File: src/rtl/four_bit_adder_pkg.sv
// Shared width constant and data types for the registered 4-bit adder.
// Optional overflow flag is enabled by defining FOURBIT_ADDER_OVF_EN.
package four_bit_adder_pkg;

    localparam int ADDER_W = 4;

    typedef logic [ADDER_W-1:0] nibble_t;
    typedef logic [ADDER_W:0]   sum5_t;

endpackage

File: src/rtl/four_bit_adder_if.sv
// Operand/result bundle for four_bit_adder; Ovf exists only with FOURBIT_ADDER_OVF_EN.
interface four_bit_adder_if;
    import four_bit_adder_pkg::*;

    nibble_t A;
    nibble_t B;
    logic    Cin;
    nibble_t S;
    logic    Cout;
`ifdef FOURBIT_ADDER_OVF_EN
    logic    Ovf;
`endif

`ifdef FOURBIT_ADDER_OVF_EN
    modport master (output A, output B, output Cin, input S, input Cout, input Ovf);
    modport slave  (input A, input B, input Cin, output S, output Cout, output Ovf);
`else
    modport master (output A, output B, output Cin, input S, input Cout);
    modport slave  (input A, input B, input Cin, output S, output Cout);
`endif

endinterface

File: src/rtl/four_bit_adder_full_adder.sv
// Single-bit combinational full-adder cell used to build the ripple chain.
module full_adder (
    input  logic a,
    input  logic b,
    input  logic ci,
    output logic s,
    output logic co
);

    assign s  = a ^ b ^ ci;
    assign co = (a & b) | (a & ci) | (b & ci);

endmodule

File: src/rtl/four_bit_adder.sv
// Registered 4-bit ripple-carry adder: {Cout, S} <= A + B + Cin each clock.
// Define FOURBIT_ADDER_OVF_EN to add the registered two's-complement overflow flag.
module four_bit_adder
    import four_bit_adder_pkg::*;
(
    input  logic             clk,
    input  logic             rst,
    four_bit_adder_if.slave  bus
);

    logic [ADDER_W:0] carry;
    nibble_t          sum_bits;
    sum5_t            sum_d;
    sum5_t            sum_q;

    assign carry[0] = bus.Cin;

    for (genvar i = 0; i < ADDER_W; i++) begin : g_fa
        full_adder u_fa (
            .a  (bus.A[i]),
            .b  (bus.B[i]),
            .ci (carry[i]),
            .s  (sum_bits[i]),
            .co (carry[i+1])
        );
    end

    assign sum_d = {carry[ADDER_W], sum_bits};

    always_ff @(posedge clk) begin
        if (rst) begin
            sum_q <= '0;
        end else begin
            sum_q <= sum_d;
        end
    end

    assign bus.S    = sum_q[ADDER_W-1:0];
    assign bus.Cout = sum_q[ADDER_W];

`ifdef FOURBIT_ADDER_OVF_EN
    logic ovf_d;
    logic ovf_q;

    // Carry into and out of the sign bit differ exactly on signed overflow.
    assign ovf_d = carry[ADDER_W-1] ^ carry[ADDER_W];

    always_ff @(posedge clk) begin
        if (rst) begin
            ovf_q <= 1'b0;
        end else begin
            ovf_q <= ovf_d;
        end
    end

    assign bus.Ovf = ovf_q;
`endif

endmodule

File: src/flat_wrapper.sv
// flat-port wrapper written by rule: the top's interface ports become plain ports
module four_bit_adder_flat import four_bit_adder_pkg::*;
  (clk, rst, bus_A, bus_B, bus_Cin, bus_S, bus_Cout);
  four_bit_adder_if bus_i ();
  input  logic clk;
  input  logic rst;
  input wire logic [$bits(bus_i.A)-1:0] bus_A;
  input wire logic [$bits(bus_i.B)-1:0] bus_B;
  input wire logic [$bits(bus_i.Cin)-1:0] bus_Cin;
  output wire logic [$bits(bus_i.S)-1:0] bus_S;
  output wire logic [$bits(bus_i.Cout)-1:0] bus_Cout;
  assign bus_i.A = bus_A;
  assign bus_i.B = bus_B;
  assign bus_i.Cin = bus_Cin;
  assign bus_S = bus_i.S;
  assign bus_Cout = bus_i.Cout;
  four_bit_adder u_core (.clk(clk), .rst(rst), .bus(bus_i));
endmodule
File: config.mk
export PLATFORM = sky130hd
export DESIGN_NAME = four_bit_adder_flat
export DESIGN_NICKNAME = d
export VERILOG_FILES = /design/src/rtl/four_bit_adder_pkg.sv /design/src/rtl/four_bit_adder_if.sv /design/src/rtl/four_bit_adder_full_adder.sv /design/src/rtl/four_bit_adder.sv /design/src/flat_wrapper.sv
export SDC_FILE = /design/constraint.sdc
export NUM_CORES = 1
export LEC_CHECK = 0
export CAP_MARGIN = 10
export CELL_PAD_IN_SITES_DETAIL_PLACEMENT = 0
export CELL_PAD_IN_SITES_GLOBAL_PLACEMENT = 1
export CORE_AREA = 5 5 42 44
export DETAILED_ROUTE_END_ITERATION = 7
export DIE_AREA = 0 0 47 49
export GPL_TIMING_DRIVEN = 1
export HOLD_SLACK_MARGIN = 0.02
export PLACE_DENSITY = 0.7
export SLEW_MARGIN = 20
export SYNTH_ARGS = -nofsm -noshare
export SYNTH_HDL_FRONTEND = slang
export SYNTH_SLANG_ARGS = --single-unit
File: constraint.sdc
create_clock -name clk -period 4.9 [get_ports clk]
set_clock_uncertainty 0.1 [all_clocks]
set_input_delay 0.49 -clock clk [delete_from_list [all_inputs] [get_ports clk]]
set_output_delay 0.49 -clock clk [all_outputs]
set_load 0.02 [all_outputs]
## Word-level counts from Yosys, hierarchy flattened

Index checks and enable logic that the tools add are counted.

- Register bits after elaboration: 5
- Input port bits: 11

- Bitwise logic cells: 28

Operator list:

| kind | number |
|---|---|
| $and A1 B1 Y1 | 12 |
| $or A1 B1 Y1 | 8 |
| $xor A1 B1 Y1 | 8 |

## Longest topological paths before layout

Gate-level depths: netlist of run 1.

- Word-level depth: 12
- Mapped depth: 8
- Depth with buffers taken out: 8

## By module

From an unflattened synthesis of run 1, not the netlist that was laid out.

- Cells, all modules: 14
- Area, all modules: 211.5 um^2

Modules (own cells, without submodules):

| module | instances | cells an instance | area an instance (um^2) |
|---|---|---|---|
| four_bit_adder | 1 | 10 | 131.4 |
| full_adder | 4 | 1 | 20.0 |

## Least setup slack after synthesis of run 1

Ideal clock, no wire load.

- Kind: in2reg
- From: in bus_Cin
- To: reg u_core.sum_q[3]
- Library setup time: 0.064 ns
- Arrival time: 2.023 ns
- Data required time: 4.736 ns
- Path slack: 2.713 ns
- Cell stages on the path: 8
- Path through: inv_1 fa_1 inv_1 fa_1 fa_1 inv_1 fa_1 nor2_1

- Word-level cells in the longest chain between the ends: 10

Ends and longest elaborated chain:

| element | line | source |
|---|---|---|
| start: declaration | flat_wrapper.sv:9 | `input wire logic [$bits(bus_i.Cin)-1:0] bus_Cin;` |
| $and A1 B1 Y1 | four_bit_adder_full_adder.sv:11 | `assign co = (a & b) \| (a & ci) \| (b & ci);` |
| $or A1 B1 Y1 | four_bit_adder_full_adder.sv:11 |  |
| $or A1 B1 Y1 * | four_bit_adder_full_adder.sv:11 |  |
| $and A1 B1 Y1 | four_bit_adder_full_adder.sv:11 |  |
| $or A1 B1 Y1 | four_bit_adder_full_adder.sv:11 |  |
| $or A1 B1 Y1 * | four_bit_adder_full_adder.sv:11 |  |
| $and A1 B1 Y1 | four_bit_adder_full_adder.sv:11 |  |
| $or A1 B1 Y1 | four_bit_adder_full_adder.sv:11 |  |
| $or A1 B1 Y1 * | four_bit_adder_full_adder.sv:11 |  |
| $xor A1 B1 Y1 * | four_bit_adder_full_adder.sv:10 | `assign s = a ^ b ^ ci;` |
| end signal: assignment | four_bit_adder.sv:34 | `sum_q <= sum_d;` |
| end: declaration | four_bit_adder.sv:14 | `sum5_t sum_q;` |

Every way passes the cells marked *; elsewhere a longest branch is shown, timed or not.
A chain may end at the register's enable or synchronous reset.

## Worst setup path in the final report of run 1

Same ends and word-level chain as after synthesis.

==> flow_summary.toml, run 1 <==
[timing]
rsz0062_at_grt = "no"
finalHoldViolations = 0
setup-tns-final_ps = 0
maxSlewViolCount = 0
max_clock_freq_mhz = 415
setup_violations = 0
finalCriticalPeriod_ps = 2410
period_share_pct = 49.1
slew_headroom_pct = 85.8
worst_pin_slew_ps = 212

[routing]
wl_per_cell_um = 7.02
num_vias = 183
postRouteAntennaNets = 0
drtIter0Drc = 0
wl_met2_um = 163
avgViaCountPerCell = 3.27
wl_met3_um = 69
top_layer = "met4"
dr.pass1.iters = 1
drc_errors = 0
drt-total-wl_um = 393
wl_met1_um = 123

[die]
die_w_um = 47
start_util_pct = 16.4
die_area_mm2 = 0.00230
core_region_area_mm2 = 0.00140
io_pins = 16
fp.dieH_um = 49
row_count = 14

[finish]
drive_gt1_share_pct = 7.50
syn2layout_area_growth_pct = 85.3
diodes = 0
largest_reg_flops = 5
largest_registers = "u_core.sum_q (5)"
regMostFlops = "u_core.sum_q"
nNetsFinal = 56

[clock_network]
cts_made_buffers = 3
cts_setup_buffers = 0
ctsRootBufferMaster = "clkbuf_4"
clock-sinks = 5
clkSlewWorstSetupHoldPaths_ps = 40
cts_hold_repair.buffers = 0
htree_levels = 1
cts_tree = "done"
clockBufferDepth = 2
post_cts_resized = 0

[setup_path]
crit_fanout = 1
startpoint_type = "primary input"
critPathRequiredTime_ps = 4980
cp_data_arrival_time_ps = 2480
critPathKind = "primary input to register"
crit_family = "adder cells"
slowest_stage = "fa_1"
crit_chain = "clkdlybuf4s50_1 > inv_1 > fa_1 > inv_1 > fa_1 > fa_1 > inv_1 > fa_1 > nor2_1"
cp-end-kind = "register"
worst_path_largest_cell_delay_ps = 400
crit_buf_inv = 4
crit_top_cell = "fa_1"

[synthesis]
synth_enable_flop_cells = 0
netlist_instances = 21
netlist.area_leader.share_pct = 43.5
yosysMostFrequentCell = "inv_1"
syn_avg_cell_area_um2 = 11.0
yosysWarnings = 0
synth.distinct_cells = 5
ys_top_cells_by_count = "inv_1, dfxtp_1, fa_1"
syn-num-nets = 36
yosys_most_used_dff = "dfxtp_1"
synthTopCellsByArea = "dfxtp_1, fa_1, inv_1"
ys_seq_elements = 5
synthArstFlopShare_pct = 0
syn_area_um2 = 230
synth-seq-area-share_pct = 43.5
yosysTopAreaCell = "dfxtp_1"

[grt]
overflow = 0
grt_pass1_wl_um = 641
antenna_found_initial = 0
grt_usage_pct = 4.61
grt_pass1_vias = 195
grt_max_degree = 6

[worst_hold_path]
min_path_type = "primary input to register"

[place]
portBuffers = 15
gp_congestion = 0.603
hpwl_um = 346

[run]
maxCapViolCount = 0

[power]
power_density_mw_per_mm2 = 295
finalPower_w = 0.000126
vdd_ir_drop_max_uv = 59.8
leakage_nw = 0.191

[run_status]
status = "completed"
cell type report:
type / instances / area, um2
Fill cell: 164 / 975
Timing Repair Buffer: 15 / 150
Multi-Input combinational cell: 9 / 104
Sequential cell: 5 / 100
Clock buffer: 4 / 26.3
Inverter: 7 / 26.3
Tap cell: 16 / 20.0
layer usage:
layer | track usage (%) | up-vias
met4 | 9.68 | 0
li1 | - | 93
met1 | 3.82 | 72
met2 | 5.20 | 14
met5 | 0 | -
met3 | 1.48 | 4
report_power, final:
group | internal [W] | leakage [nW] | switching (W)
Sequential | 0.0000455 | 0.0417 | 0.000000936
Clock | 0.0000307 | 0.0150 | 0.0000159
Combinational | 0.0000191 | 0.134 | 0.0000138
path summary, 6_finish.rpt:
kind    start               to  slack, ps  cells past startpoint
max   bus_Cin  u_core.sum_q[3]       2490                      9
min       rst  u_core.sum_q[3]        770                      2
through the flow:
step	utilization [%]	cells	instance area (um2)	hold WS (ps)	worst slack (ps)
after CTS	30.4	56	427	772	2490
after floorplan	-	21	230	457	2710
after global placement	28.6	52	400	1010	2250
final	30.4	56	427	773	2490
after global routing	30.4	56	427	783	2400
after detailed placement	28.6	52	400	1020	2240
layout by cell type, fill, tap and decap left out:
cell	Yosys	final
clkbuf_4	0	3
dfxtp_1	5	5
nor2_1	3	3
fa_1	4	4
inv_1	7	7
nor2b_1	2	2
clkbuf_1	0	1
clkdlybuf4s50_1	0	15
cells by family (layout without fill, tap and decap cells):
group	count (synthesis)	count (layout)	synth area share [%]
buf+inv	7	26	11.4
flops	5	5	43.5
simple gates	5	5	10.3
fa+ha+maj	4	4	34.8
(Power assumes the default switching activity.)
==> run 2, diff against run 1 <==
--- a/config.mk
+++ b/config.mk
@@ -13,7 +13,7 @@
 export DIE_AREA = 0 0 47 49
 export GPL_TIMING_DRIVEN = 1
 export HOLD_SLACK_MARGIN = 0.02
-export PLACE_DENSITY = 0.7
+export PLACE_DENSITY = 0.72
 export SLEW_MARGIN = 20
 export SYNTH_ARGS = -nofsm -noshare
 export SYNTH_HDL_FRONTEND = slang
==> constraint.sdc (replaced) <==
create_clock -name clk -period 2.05 [get_ports clk]
set_clock_uncertainty 0.1 [all_clocks]
set_input_delay 0.205 -clock clk [delete_from_list [all_inputs] [get_ports clk]]
set_output_delay 0.205 -clock clk [all_outputs]
set_load 0.02 [all_outputs]
==> run 2 against run 1 <==
Compared with the run above:
- core utilization grew 0.27 points
- hold slack lost 360 ps
- clock power grew 140%
- critical endpoint unchanged
==> flow_summary.toml, run 2 (same netlist as run 1, synthesis figures left out) <==
[setup_path]
startpoint_type = "primary input"
cp-end-kind = "register"
cp_data_arrival_time_ps = 2000
crit_top_cell = "fa_2"
crit_family = "adder cells"
critPathKind = "primary input to register"
crit_fanout = 1
crit_chain = "dlygate4sd2_1 > inv_1 > fa_2 > inv_2 > fa_2 > fa_2 > inv_2 > fa_1 > nor2_1"
critPathRequiredTime_ps = 2130
slowest_stage = "fa_1"
crit_buf_inv = 4
worst_path_largest_cell_delay_ps = 400

[die]
fp.dieH_um = 49
die_area_mm2 = 0.00230
core_region_area_mm2 = 0.00140
die_w_um = 47
row_count = 14
start_util_pct = 16.4
io_pins = 16

[place]
portBuffers = 15
place_inst = 52
gp_congestion = 0.530
place_ws_ps = -348
hpwl_um = 371

[clock_network]
ctsRootBufferMaster = "clkbuf_4"
cts_tree = "done"
clkSlewWorstSetupHoldPaths_ps = 40
cts_made_buffers = 3
clockBufferDepth = 2
htree_levels = 1
cts_setup_buffers = 0
clock-sinks = 5

[routing]
num_vias = 183
drtIter0Drc = 0
drt-total-wl_um = 411
drc_errors = 0
dr.pass1.iters = 1
wl_per_cell_um = 7.34
postRouteAntennaNets = 0
avgViaCountPerCell = 3.27

[power]
vdd_ir_drop_max_uv = 161
finalPower_w = 0.000303
power_density_mw_per_mm2 = 704
combPwrFrac_pct = 26.7
seqPwrFrac_pct = 36.7
switching_power_w = 0.0000751
p_sw_share_pct = 24.8
p_int_w = 0.000228
p_clk_share_pct = 36.6
leakage_nw = 0.188

[run]
maxCapViolCount = 0

[finish]
largest_reg_flops = 5
final_common_cell = "clkdlybuf4s50_1"
stdcell_count = 56
drive_gt1_share_pct = 25.0
nNetsFinal = 56
largest_registers = "u_core.sum_q (5)"
regMostFlops = "u_core.sum_q"
regArea_um2 = 100
multi_input_area_um2 = 111
mostFrequentLayoutCells = "clkdlybuf4s50_1, dfxtp_1, inv_2"
diodes = 0
fillCellCount = 166
final_core_util_pct = 30.7
syn2layout_area_growth_pct = 87.0

[timing]
setup_violations = 0
maxSlewViolCount = 0
slew_headroom_pct = 85.8
finalHoldViolations = 0
worst_pin_slew_ps = 212
rsz0062_at_grt = "no"
max_clock_freq_mhz = 520
finalCriticalPeriod_ps = 1920
period_share_pct = 93.8
setup_ws_ps = 126

[worst_hold_path]
min_from = "bus_B[0]"
min_path_type = "primary input to register"
min_to = "u_core.sum_q[0]"
hold_depth = 4

[grt]
grt_max_degree = 6
grt_pass1_vias = 184
overflow = 0
antenna_found_initial = 0
grt_pass1_wl_um = 683
grt_usage_pct = 4.67

[run_status]
status = "completed"
-- run 2: area by class of cell --
cell class,instances,share of cell area (%)
Timing Repair Buffer,15,34.0
Multi-Input combinational cell,9,25.9
Sequential cell,5,23.3
Clock buffer,4,6.10
Inverter,7,6.10
Tap cell,16,4.65
-- run 2: what timing repair did --
action                                  4_1_cts  5_1_grt
endpoints found under the setup margin        1        0
resized for setup                            10        0
hold endpoints to repair                      0        0
hold buffers                                  0        0
-- run 2: tightest hold or removal path: stages --
cell and delay [ps]:
dlygate4sd2_1 240, inv_2 50, fa_2 180, nor2_1 40
-- run 2: worst max path at each step --
stage                         from              end  slack, ps  cells after the start
final                     bus_A[0]  u_core.sum_q[3]        130                      9
after global routing      bus_A[0]  u_core.sum_q[3]         30                      9
after detailed placement   bus_Cin  u_core.sum_q[3]       -350                      9
after global placement     bus_Cin  u_core.sum_q[3]       -340                      9
after CTS                 bus_A[0]  u_core.sum_q[3]        120                      9
after floorplan            bus_Cin  u_core.sum_q[3]        150                      8
-- run 2: routing by layer --
layer / share of wire [%] / GRT usage (%) / up-vias
li1: - / - / 93
met1: 33 / 4.25 / 81
met5: 0 / 0 / -
met2: 55 / 5.88 / 9
met4: 0 / 8.29 / 0
met3: 11 / 1.11 / 0
-- run 2: power by group through the flow --
stage,combinational [W],clock [W],sequential (W)
2_1_floorplan,0.0000195,0,0.000127
4_1_cts,0.0000830,0.000116,0.000111
6_report,0.0000807,0.000111,0.000111
5_1_grt,0.0000912,0.000128,0.000112
3_3_place_gp,0.0000807,0,0.000113
3_5_place_dp,0.0000813,0,0.000113
-- run 2: stage by stage --
step | instance area (um2) | setup TNS [ps] | hold WS [ps]
global route | 430 | 0 | 420
finish | 430 | 0 | 412
floorplan | 230 | 0 | 172
detailed placement | 400 | -601 | 732
global placement | 400 | -585 | 728
CTS | 430 | 0 | 404
==> run 3, diff against run 2 <==
--- a/config.mk
+++ b/config.mk
@@ -5,7 +5,6 @@
 export SDC_FILE = /design/constraint.sdc
 export NUM_CORES = 1
 export LEC_CHECK = 0
-export CAP_MARGIN = 10
 export CELL_PAD_IN_SITES_DETAIL_PLACEMENT = 0
 export CELL_PAD_IN_SITES_GLOBAL_PLACEMENT = 1
 export CORE_AREA = 5 5 42 44
==> results of run 3 <==
The final DEF is identical to that of run 2; final timing and power are the same.
